[src/rtl/count_down_timer_pkg.sv]
// Shared constants, FSM state type and input clamping helpers for the
// HH:MM:SS countdown timer.
package count_down_timer_pkg;

    localparam int unsigned TICK_DIV_DEFAULT = 100_000_000;

    localparam logic [7:0] SEC_MAX  = 8'h59;
    localparam logic [7:0] MIN_MAX  = 8'h59;
    localparam logic [7:0] HOUR_MAX = 8'h99;

    typedef enum logic [1:0] {
        ST_IDLE    = 2'd0,
        ST_RUN     = 2'd1,
        ST_PAUSED  = 2'd2,
        ST_RINGING = 2'd3
    } timer_state_e;

    // Minutes/seconds: anything numerically above the field maximum saturates.
    function automatic logic [7:0] clamp_ms(input logic [7:0] value, input logic [7:0] max_value);
        logic [7:0] result;
        if (value > max_value) begin
            result = max_value;
        end else begin
            result = value;
        end
        return result;
    endfunction

    // Hours: any non-decimal digit makes the whole field saturate to 99.
    function automatic logic [7:0] clamp_hour(input logic [7:0] value);
        logic [7:0] result;
        if ((value[7:4] > 4'd9) || (value[3:0] > 4'd9)) begin
            result = HOUR_MAX;
        end else begin
            result = value;
        end
        return result;
    endfunction

endpackage

[src/rtl/count_down_timer_if.sv]
// Control/preset inputs from the keypad side and BCD/ring outputs to the
// display side of the countdown timer.
interface count_down_timer_if;
    logic       set_timer;
    logic       reset_timer;
    logic       pause;
    logic [7:0] hour_bcd_in;
    logic [7:0] minute_bcd_in;
    logic [7:0] second_bcd_in;
    logic [7:0] hour_out_bcd;
    logic [7:0] minute_out_bcd;
    logic [7:0] second_out_bcd;
    logic       ring;

    modport master (
        output set_timer, reset_timer, pause,
        output hour_bcd_in, minute_bcd_in, second_bcd_in,
        input  hour_out_bcd, minute_out_bcd, second_out_bcd, ring
    );

    modport slave (
        input  set_timer, reset_timer, pause,
        input  hour_bcd_in, minute_bcd_in, second_bcd_in,
        output hour_out_bcd, minute_out_bcd, second_out_bcd, ring
    );
endinterface

[src/rtl/count_down_timer_bcd_sub1.sv]
// Two-digit packed-BCD decrement by one. The units digit wraps 0 -> 9; the
// tens digit wraps 0 -> tens_max and raises borrow toward the next field.
module bcd_sub1_mod (
    input  logic [7:0] value_in,
    input  logic [3:0] tens_max,
    output logic [7:0] value_out,
    output logic       borrow
);

    // Digit-wise decrement with borrow between units and tens.
    always_comb begin
        value_out = value_in;
        borrow    = 1'b0;
        if (value_in[3:0] == 4'd0) begin
            value_out[3:0] = 4'd9;
            if (value_in[7:4] == 4'd0) begin
                value_out[7:4] = tens_max;
                borrow         = 1'b1;
            end else begin
                value_out[7:4] = value_in[7:4] - 4'd1;
                borrow         = 1'b0;
            end
        end else begin
            value_out[3:0] = value_in[3:0] - 4'd1;
            value_out[7:4] = value_in[7:4];
            borrow         = 1'b0;
        end
    end

endmodule

[src/rtl/count_down_timer.sv]
// Settable HH:MM:SS countdown timer. Holds preset and remaining count in
// packed BCD, decrements once every TICK_DIV clocks while running and raises
// a sticky ring flag when the count reaches 00:00:00.
module count_down_timer
    import count_down_timer_pkg::*;
#(
    parameter int unsigned TICK_DIV = TICK_DIV_DEFAULT
) (
    input  logic                clk,
    input  logic                rst_n,
    count_down_timer_if.slave   bus
);

    localparam int unsigned  TICK_W    = (TICK_DIV > 1) ? $clog2(TICK_DIV) : 1;
    localparam logic [TICK_W-1:0] TICK_LAST = TICK_W'(TICK_DIV - 1);

    timer_state_e      state_r;
    logic [TICK_W-1:0] tick_r;
    logic              pause_q_r;
    logic              ring_r;
    logic [7:0]        hour_r;
    logic [7:0]        minute_r;
    logic [7:0]        second_r;
    logic [7:0]        preset_hour_r;
    logic [7:0]        preset_minute_r;
    logic [7:0]        preset_second_r;

    logic              pause_edge_s;
    logic              count_zero_s;
    logic [7:0]        sec_dec_s;
    logic [7:0]        min_dec_s;
    logic [7:0]        hour_dec_s;
    logic              sec_borrow_s;
    logic              min_borrow_s;
    logic              hour_borrow_s;
    logic [7:0]        minute_next_s;
    logic [7:0]        hour_next_s;
    logic              next_zero_s;
    logic [7:0]        set_hour_s;
    logic [7:0]        set_minute_s;
    logic [7:0]        set_second_s;

    assign pause_edge_s = bus.pause & ~pause_q_r;
    assign count_zero_s = ({hour_r, minute_r, second_r} == 24'h000000);

    assign set_hour_s   = clamp_hour(bus.hour_bcd_in);
    assign set_minute_s = clamp_ms(bus.minute_bcd_in, MIN_MAX);
    assign set_second_s = clamp_ms(bus.second_bcd_in, SEC_MAX);

    bcd_sub1_mod u_sec_sub (
        .value_in  (second_r),
        .tens_max  (SEC_MAX[7:4]),
        .value_out (sec_dec_s),
        .borrow    (sec_borrow_s)
    );

    bcd_sub1_mod u_min_sub (
        .value_in  (minute_r),
        .tens_max  (MIN_MAX[7:4]),
        .value_out (min_dec_s),
        .borrow    (min_borrow_s)
    );

    bcd_sub1_mod u_hour_sub (
        .value_in  (hour_r),
        .tens_max  (HOUR_MAX[7:4]),
        .value_out (hour_dec_s),
        .borrow    (hour_borrow_s)
    );

    // Ripple the seconds borrow into minutes, and the minutes borrow into hours.
    always_comb begin
        minute_next_s = minute_r;
        hour_next_s   = hour_r;
        if (sec_borrow_s) begin
            minute_next_s = min_dec_s;
            if (min_borrow_s) begin
                hour_next_s = hour_dec_s;
            end else begin
                hour_next_s = hour_r;
            end
        end else begin
            minute_next_s = minute_r;
            hour_next_s   = hour_r;
        end
    end

    // The decrement that lands on zero is the one that stops the run and rings.
    assign next_zero_s = ({hour_next_s, minute_next_s, sec_dec_s} == 24'h000000);

    // Run/ring FSM with tick counter, preset/count registers and pause edge detect.
    always_ff @(posedge clk or negedge rst_n) begin
        if (!rst_n) begin
            state_r         <= ST_IDLE;
            tick_r          <= '0;
            pause_q_r       <= 1'b0;
            ring_r          <= 1'b0;
            hour_r          <= 8'h00;
            minute_r        <= 8'h00;
            second_r        <= 8'h00;
            preset_hour_r   <= 8'h00;
            preset_minute_r <= 8'h00;
            preset_second_r <= 8'h00;
        end else begin
            pause_q_r <= bus.pause;
            if (bus.set_timer) begin
                preset_hour_r   <= set_hour_s;
                preset_minute_r <= set_minute_s;
                preset_second_r <= set_second_s;
                hour_r          <= set_hour_s;
                minute_r        <= set_minute_s;
                second_r        <= set_second_s;
                state_r         <= ST_IDLE;
                ring_r          <= 1'b0;
                tick_r          <= '0;
            end else if (bus.reset_timer) begin
                hour_r   <= preset_hour_r;
                minute_r <= preset_minute_r;
                second_r <= preset_second_r;
                state_r  <= ST_IDLE;
                ring_r   <= 1'b0;
                tick_r   <= '0;
            end else if (pause_edge_s) begin
                // Tick counter is left alone so a paused second resumes where it stopped.
                case (state_r)
                    ST_RUN: begin
                        state_r <= ST_PAUSED;
                    end
                    ST_IDLE, ST_PAUSED, ST_RINGING: begin
                        ring_r <= 1'b0;
                        if (count_zero_s) begin
                            state_r <= ST_IDLE;
                        end else begin
                            state_r <= ST_RUN;
                        end
                    end
                    default: begin
                        state_r <= ST_IDLE;
                        ring_r  <= 1'b0;
                    end
                endcase
            end else if (state_r == ST_RUN) begin
                if (tick_r == TICK_LAST) begin
                    tick_r   <= '0;
                    second_r <= sec_dec_s;
                    minute_r <= minute_next_s;
                    hour_r   <= hour_next_s;
                    if (next_zero_s) begin
                        state_r <= ST_RINGING;
                        ring_r  <= 1'b1;
                    end
                end else begin
                    tick_r <= tick_r + TICK_W'(1'b1);
                end
            end
        end
    end

    assign bus.hour_out_bcd   = hour_r;
    assign bus.minute_out_bcd = minute_r;
    assign bus.second_out_bcd = second_r;
    assign bus.ring           = ring_r;

endmodule

[src/flat_wrapper.sv]
// flat-port wrapper written by rule: the top's interface ports become plain ports
module count_down_timer_flat import count_down_timer_pkg::*;
#(
    parameter int unsigned TICK_DIV = TICK_DIV_DEFAULT
)
  (clk, rst_n, bus_set_timer, bus_reset_timer, bus_pause, bus_hour_bcd_in, bus_minute_bcd_in, bus_second_bcd_in, bus_hour_out_bcd, bus_minute_out_bcd, bus_second_out_bcd, bus_ring);
  count_down_timer_if bus_i ();
  input  logic clk;
  input  logic rst_n;
  input wire logic [$bits(bus_i.set_timer)-1:0] bus_set_timer;
  input wire logic [$bits(bus_i.reset_timer)-1:0] bus_reset_timer;
  input wire logic [$bits(bus_i.pause)-1:0] bus_pause;
  input wire logic [$bits(bus_i.hour_bcd_in)-1:0] bus_hour_bcd_in;
  input wire logic [$bits(bus_i.minute_bcd_in)-1:0] bus_minute_bcd_in;
  input wire logic [$bits(bus_i.second_bcd_in)-1:0] bus_second_bcd_in;
  output wire logic [$bits(bus_i.hour_out_bcd)-1:0] bus_hour_out_bcd;
  output wire logic [$bits(bus_i.minute_out_bcd)-1:0] bus_minute_out_bcd;
  output wire logic [$bits(bus_i.second_out_bcd)-1:0] bus_second_out_bcd;
  output wire logic [$bits(bus_i.ring)-1:0] bus_ring;
  assign bus_i.set_timer = bus_set_timer;
  assign bus_i.reset_timer = bus_reset_timer;
  assign bus_i.pause = bus_pause;
  assign bus_i.hour_bcd_in = bus_hour_bcd_in;
  assign bus_i.minute_bcd_in = bus_minute_bcd_in;
  assign bus_i.second_bcd_in = bus_second_bcd_in;
  assign bus_hour_out_bcd = bus_i.hour_out_bcd;
  assign bus_minute_out_bcd = bus_i.minute_out_bcd;
  assign bus_second_out_bcd = bus_i.second_out_bcd;
  assign bus_ring = bus_i.ring;
  count_down_timer #(.TICK_DIV(TICK_DIV)) u_core (.clk(clk), .rst_n(rst_n), .bus(bus_i));
endmodule
[config.mk]
export PLATFORM = sky130hd
export DESIGN_NAME = count_down_timer_flat
export DESIGN_NICKNAME = d
export VERILOG_FILES = /design/src/rtl/count_down_timer_pkg.sv /design/src/rtl/count_down_timer_if.sv /design/src/rtl/count_down_timer_bcd_sub1.sv /design/src/rtl/count_down_timer.sv /design/src/flat_wrapper.sv
export SDC_FILE = /design/constraint.sdc
export NUM_CORES = 1
export LEC_CHECK = 0
export BUFFER_PORTS_ARGS = -buffer_cell sky130_fd_sc_hd__buf_2
export CORE_UTILIZATION = 45
export CTS_CLUSTER_DIAMETER = 80
export CTS_CLUSTER_SIZE = 10
export DETAILED_ROUTE_END_ITERATION = 16
export GPL_TIMING_DRIVEN = 0
export HOLD_SLACK_MARGIN = 0.1
export PLACE_DENSITY = 0.64
export RECOVER_POWER = 25
export REMOVE_ABC_BUFFERS = 1
export SETUP_SLACK_MARGIN = 0.4
export SYNTH_ARGS = -nofsm -noshare
export SYNTH_HDL_FRONTEND = slang
export SYNTH_SLANG_ARGS = --single-unit
[constraint.sdc]
create_clock -name clk -period 6.83 [get_ports clk]
set_input_delay 1.366 -clock clk [delete_from_list [all_inputs] [get_ports clk]]
set_output_delay 1.366 -clock clk [all_outputs]
set_load 0.02 [all_outputs]
# [Word level (Yosys, flattened, before mapping)]
# Cells that the tools add are included.
[word_totals] inputBits=29 out_inout_bits=25 ff_bits=79
[op_classes] magnitude_cmp=4 eq_ne=6 bitwise_logic=2 muxes=51 n_reduce_logical=20 add_sub_neg=7
[op_table] operator="two-way mux 8 bit" count=24
[op_table] operator="two-way mux 27 bit" count=5
[op_table] operator="logical NOT 24 bit" count=2
[op_table] operator="adder 27 x 1 -> 27 bit, second input constant" count=1
[op_table] operator="equality test 27 bit, second input constant" count=1
[op_table] operator="logical NOT 4 bit" count=6
[op_table] operator="subtractor 4 x 1 -> 4 bit, second input constant" count=6
[op_table] operator="> comparator 8 x 7 -> 1 bit, second input constant" count=2
[op_table] operator="two-way mux 1 bit" count=12
[op_table] operator="two-way mux 2 bit" count=6
[op_table] operator="two-way mux 4 bit" count=3
[op_table] operator="nonzero test 4 bit" count=3
[op_table] operator="> comparator 4 bit, second input constant" count=2
[op_table] operator="AND reduction 3 bit" count=2
[op_table] operator="nonzero test 3 bit" count=2
[op_table] operator="equality test 2 bit, second input constant" count=2
[op_table] operator="inequality test 4 bit, second input constant" count=1
[op_table] operator="one-hot mux 2 bit (2 select lines)" count=1
[op_table] operator="AND reduction 4 bit" count=1
[op_table] operator="inequality test 3 bit, second input constant" count=1
[op_table] operator="OR reduction 3 bit" count=1
[op_table] operator="equality test 2 x 1 -> 1 bit, second input constant" count=1
[op_table] operator="logical NOT 2 bit" count=1
[op_table] operator="AND reduction 2 bit" count=1
[op_table] operator="other kinds (3)" count=3

# [Longest topological paths before layout]
[logic_depth] ltp_word=12 mapped_depth=8 ltp_nobuf=6

# [Cells and area by module]
# A second synthesis with hierarchy kept.
[hier_totals] hier_cells=540 area_unflattened_um2=4928.5
[by_module_without_submodules] module="count_down_timer" cells_per_inst=447 area_per_inst_um2=4339.2 n_inst=1
[by_module_without_submodules] module="bcd_sub1_mod" cells_per_inst=31 area_per_inst_um2=196.4 n_inst=3

# [Worst setup path before layout]
# Ideal clock, no wire load.
[synth_path] path_type="input to register" start="input port bus_pause" end="register u_core.tick_r[23]" arrival_ns=3.111 path_stages=7 setup_slack_ns=3.641 t_required_ns=6.753 setup_ns=0.077 path_cell_list="nand2b_1 -> clkbuf_1 -> a21oi_1 -> or4_1 -> clkbuf_1 -> or4_1 -> a21oi_1"
[synth_via] elab_chain_cells=3
[synth_lines] element="start, declared" line_no="flat_wrapper.sv:12" source="input wire logic [$bits(bus_i.pause)-1:0] bus_pause;"
[synth_lines] element="bitwise AND 1 bit" line_no="count_down_timer.sv:43" source="assign pause_edge_s = bus.pause & ~pause_q_r;"
[synth_lines] element="inequality test 3 bit (no source line)"
[synth_lines] element="AND reduction 2 bit (no source line)"
[synth_lines] element="end signal, assigned" line_no="count_down_timer.sv:153" source="tick_r <= tick_r + TICK_W'(1'b1);"
[synth_lines] element="end, declared" line_no="count_down_timer.sv:18" source="logic [TICK_W-1:0] tick_r;"
# No other way between the ends.
# A chain may end at the register's enable or synchronous reset.

# [Final worst setup path]
[layout_path] start="input port bus_set_timer" end="register u_core.second_r[5] (netlist: u_core.bus.second_out_bcd[5])"
[layout_via] elab_chain_cells=2 elab_cells_between_ends=5 classes_between="eq/ne: 1; mux: 1; reduce/logical: 3"
[layout_lines] element="start, declared" line_no="flat_wrapper.sv:10" source="input wire logic [$bits(bus_i.set_timer)-1:0] bus_set_timer;"
[layout_lines] element="inequality test 3 bit (no source line) / nonzero test 3 bit (equally long branches)"
[layout_lines] element="AND reduction 3 bit (no source line)"
[layout_lines] element="end signal, assigned" line_no="count_down_timer.sv:112" source="second_r <= set_second_s;"
[layout_lines] element="end signal, assigned" line_no="count_down_timer.sv:119" source="second_r <= preset_second_r;"
[layout_lines] element="end signal, assigned" line_no="count_down_timer.sv:145" source="second_r <= sec_dec_s;"
[layout_lines] element="end, declared" line_no="count_down_timer.sv:23" source="logic [7:0] second_r;"
# Several ways; a longest one is shown, not always the timed one.

==> run summary <==
Outcome - finished, violations left
Violated checks - max-capacitance violations, max-slew violations
Netlist cell types - 66
Share of the clock period used by the worst path after layout - 59.8%
Post CTS Setup Buffer Count - 0
DR vias - 4092
Core area - 0.00942 mm^2
Wire length of the first global-routing pass - 19200 um
Routed Wire Length - 11800 um
Number of hold violations in the final report - 0
Final Setup Violations - 0
Worst relative slew slack - -14.1%
CTS tree - done
IO buf count - 53
Max cap viols - 1
Cts bufs inserted - 9
Final sum of negative setup slack - 0 ns
Clk_lat worst skew - 0.35 ns
Mapped Avg Cell Area - 8.79 um^2
Final Max Slew Viols - 28
Multi-input gate area - 0.00225 mm^2
Biggest fanout along the worst timing path - 45
Unrepaired setup endpoints after global routing - false
Setup crit start kind - input pin
Tightest Pin Transition - 1.71 ns
Leading cell types by count after synthesis - sky130_fd_sc_hd__dfrtp_1, sky130_fd_sc_hd__nor2_1, sky130_fd_sc_hd__o21ai_0
Nets - 571
Most common cell in the synthesized netlist - sky130_fd_sc_hd__dfrtp_1
Path type of the worst setup path - input pin to register
Primary FF master, synth - sky130_fd_sc_hd__dfrtp_1
Async S/R FF share, synth - 100%
Core utilization of the finished layout - 52.8%
Storage element area - 0.00198 mm^2
Total of hold buffers inserted after clock tree synthesis - 0
Max IR drop VDD - 0.104 mV
Fmax - 0.245 GHz
Bufs and invs on worst path - 1
Weighted congestion reported at the end of routability-driven placement - 0.852
Worst hold path type - register to register
Vertical extent of the die - 101 um
Leakage - 1.94 nW
Maximum single-stage delay on the critical path - 1.12 ns
Sequence of cells on the critical path - buf_2, nor2_1, nand2_2, mux2_2
Worst clock skew - 0.0133 ns
Setup crit end kind - register
Ratio of cells with drive above 1 in the final layout - 15.0%
Crit-path slowest cell - sky130_fd_sc_hd__nor2_1
Synth-to-Final Area Change - 11.7%
Fill count - 922
H-tree level count - 3
Count of antenna diodes in the layout - 0
Clock Tree Root - sky130_fd_sc_hd__clkbuf_8
CTS Sinks - 79
Hpwl dp - 8000 um
Top cells by area in the synthesized netlist - sky130_fd_sc_hd__dfrtp_1, sky130_fd_sc_hd__nor2_1, sky130_fd_sc_hd__o21ai_0, sky130_fd_sc_hd__a21oi_1, sky130_fd_sc_hd__o31ai_1
Wire per inst - 17.4 um
Total power draw - 1.03 mW
Tmin final - 4.08 ns
Die ar. - 0.0103 mm^2
Count of flip-flops with a built-in enable after synthesis - 0
Clk buf depth - 2
Boundary Pins - 54
Post_cts resized - 0
Post-detailed-route count of antenna-violating nets - 0
Synthesized instance count - 506
Detailed-routing iteration count for the pre-antenna-repair pass - 5
Vias in the first global route - 3782
Clock slew at reported path FFs - 0.08 ns
Pwr per Cell Area - 208 mW/mm^2
Maximum number of pins on one net before global-route repair - 53
Total gr overflow - 0
Synth top area share - 44.4%
Synth Warn # - 0
Cell area after technology mapping - 0.00445 mm^2
Seq cells post-synth - 79
WP data arrival - 4.32 ns
Aggregate global-route resource usage - 24.2%
Required time of the critical path - 7.07 ns
Cell Count Post-Placement - 659
Sequential-to-total area share from yosys stat - 44.4%
Cell accounting for the most synthesized area - sky130_fd_sc_hd__dfrtp_1
Delay-heaviest family, CP - simple AND/OR/NAND/NOR gates
Site row count - 35
Residual DRC - 0
Post-DR vias/cell - 6.06
Antenna violations before repair - 0
Final Instance Count excl. Fillers - 675
Starting Density - 47.3%
Detailed Route Iter0 Violations - 306
Horizontal extent of the die - 101 um
[routing by layer]
layer / global-route usage [%] / routed length [um] / vias up
li1: - / - / 1955
met1: 35.4 / 5780 / 2012
met2: 37.0 / 5320 / 109
met3: 3.04 / 491 / 16
met4: 8.47 / 169 / 0
met5: 0 / 0 / -
[layout make-up]
type	count	area share, %
multi-input combinational	374	45.4
sequential	79	39.8
timing repair buffer	54	5.84
tap	129	3.25
clock buffer	12	2.92
inverter	23	1.74
clock inverter	4	1.11
[power by group]
group | total, mW | internal, mW | leakage, nW | switching, mW
combinational | 0.151 | 0.0556 | 0.852 | 0.0953
sequential | 0.527 | 0.492 | 0.992 | 0.0347
clock | 0.355 | 0.181 | 0.0968 | 0.175
[through the flow]
step	setup slack, ns	cell area [um^2]	hold slack [ns]
6_report	2.75	4970	0.487
5_1_grt	2.52	4970	0.500
4_1_cts	2.68	4970	0.490
3_5_place_dp	2.29	4770	0.472
3_3_place_gp	1.75	4740	0.463
2_1_floorplan	3.57	4310	0.452
[cell families after synthesis]
family          synth area share, %
fa+ha+maj                     0.281
flops                          44.4
buf+inv                        4.98
simple gates                   24.6
compound gates                 21.6
mux                            1.94
xor+xnor                       2.17
[worst paths after layout]
path	from	to	slack [ns]	depth (start not counted)
max reg2reg	u_core.tick_r[9]$_DFFE_PN0P_	u_core.bus.second_out_bcd[5]$_DFFE_PN0P_	3.28	5
max in group asynchronous	rst_n	u_core.bus.minute_out_bcd[6]$_DFFE_PN0P_	4.38	1
min in group asynchronous	rst_n	u_core.bus.hour_out_bcd[4]$_DFFE_PN0P_	1.45	1
min reg2reg	u_core.preset_hour_r[4]$_DFFE_PN0P_	u_core.preset_hour_r[4]$_DFFE_PN0P_	0.49	1
max	bus_set_timer	u_core.bus.second_out_bcd[5]$_DFFE_PN0P_	2.75	4
min	u_core.preset_hour_r[4]$_DFFE_PN0P_	u_core.preset_hour_r[4]$_DFFE_PN0P_	0.49	1
[cell usage in the layout, fill, tap and decap left out, drive strengths merged, types with 9 or more instances in the layout]
cell / count
nor3: 18
nor2: 51
o21ai: 38
clkbuf: 14
buf: 52
nor4: 9
a21oi: 34
or4: 16
o31ai: 18
a31oi: 11
inv: 22
nand3: 25
nand2: 33
dfrtp: 79
nand4: 9
[sequential cells by signal (all words and copies together) (netlist names)]
name / cells
u_core.bus.second_out_bcd: 8
u_core.bus.minute_out_bcd: 8
u_core.state_r: 2
u_core.preset_second_r: 8
u_core.bus.hour_out_bcd: 8
u_core.tick_r: 27
u_core.preset_minute_r: 8
u_core.pause_q_r: 1
u_core.preset_hour_r: 8
u_core.bus.ring: 1
Power figures use the tool's default switching activity.
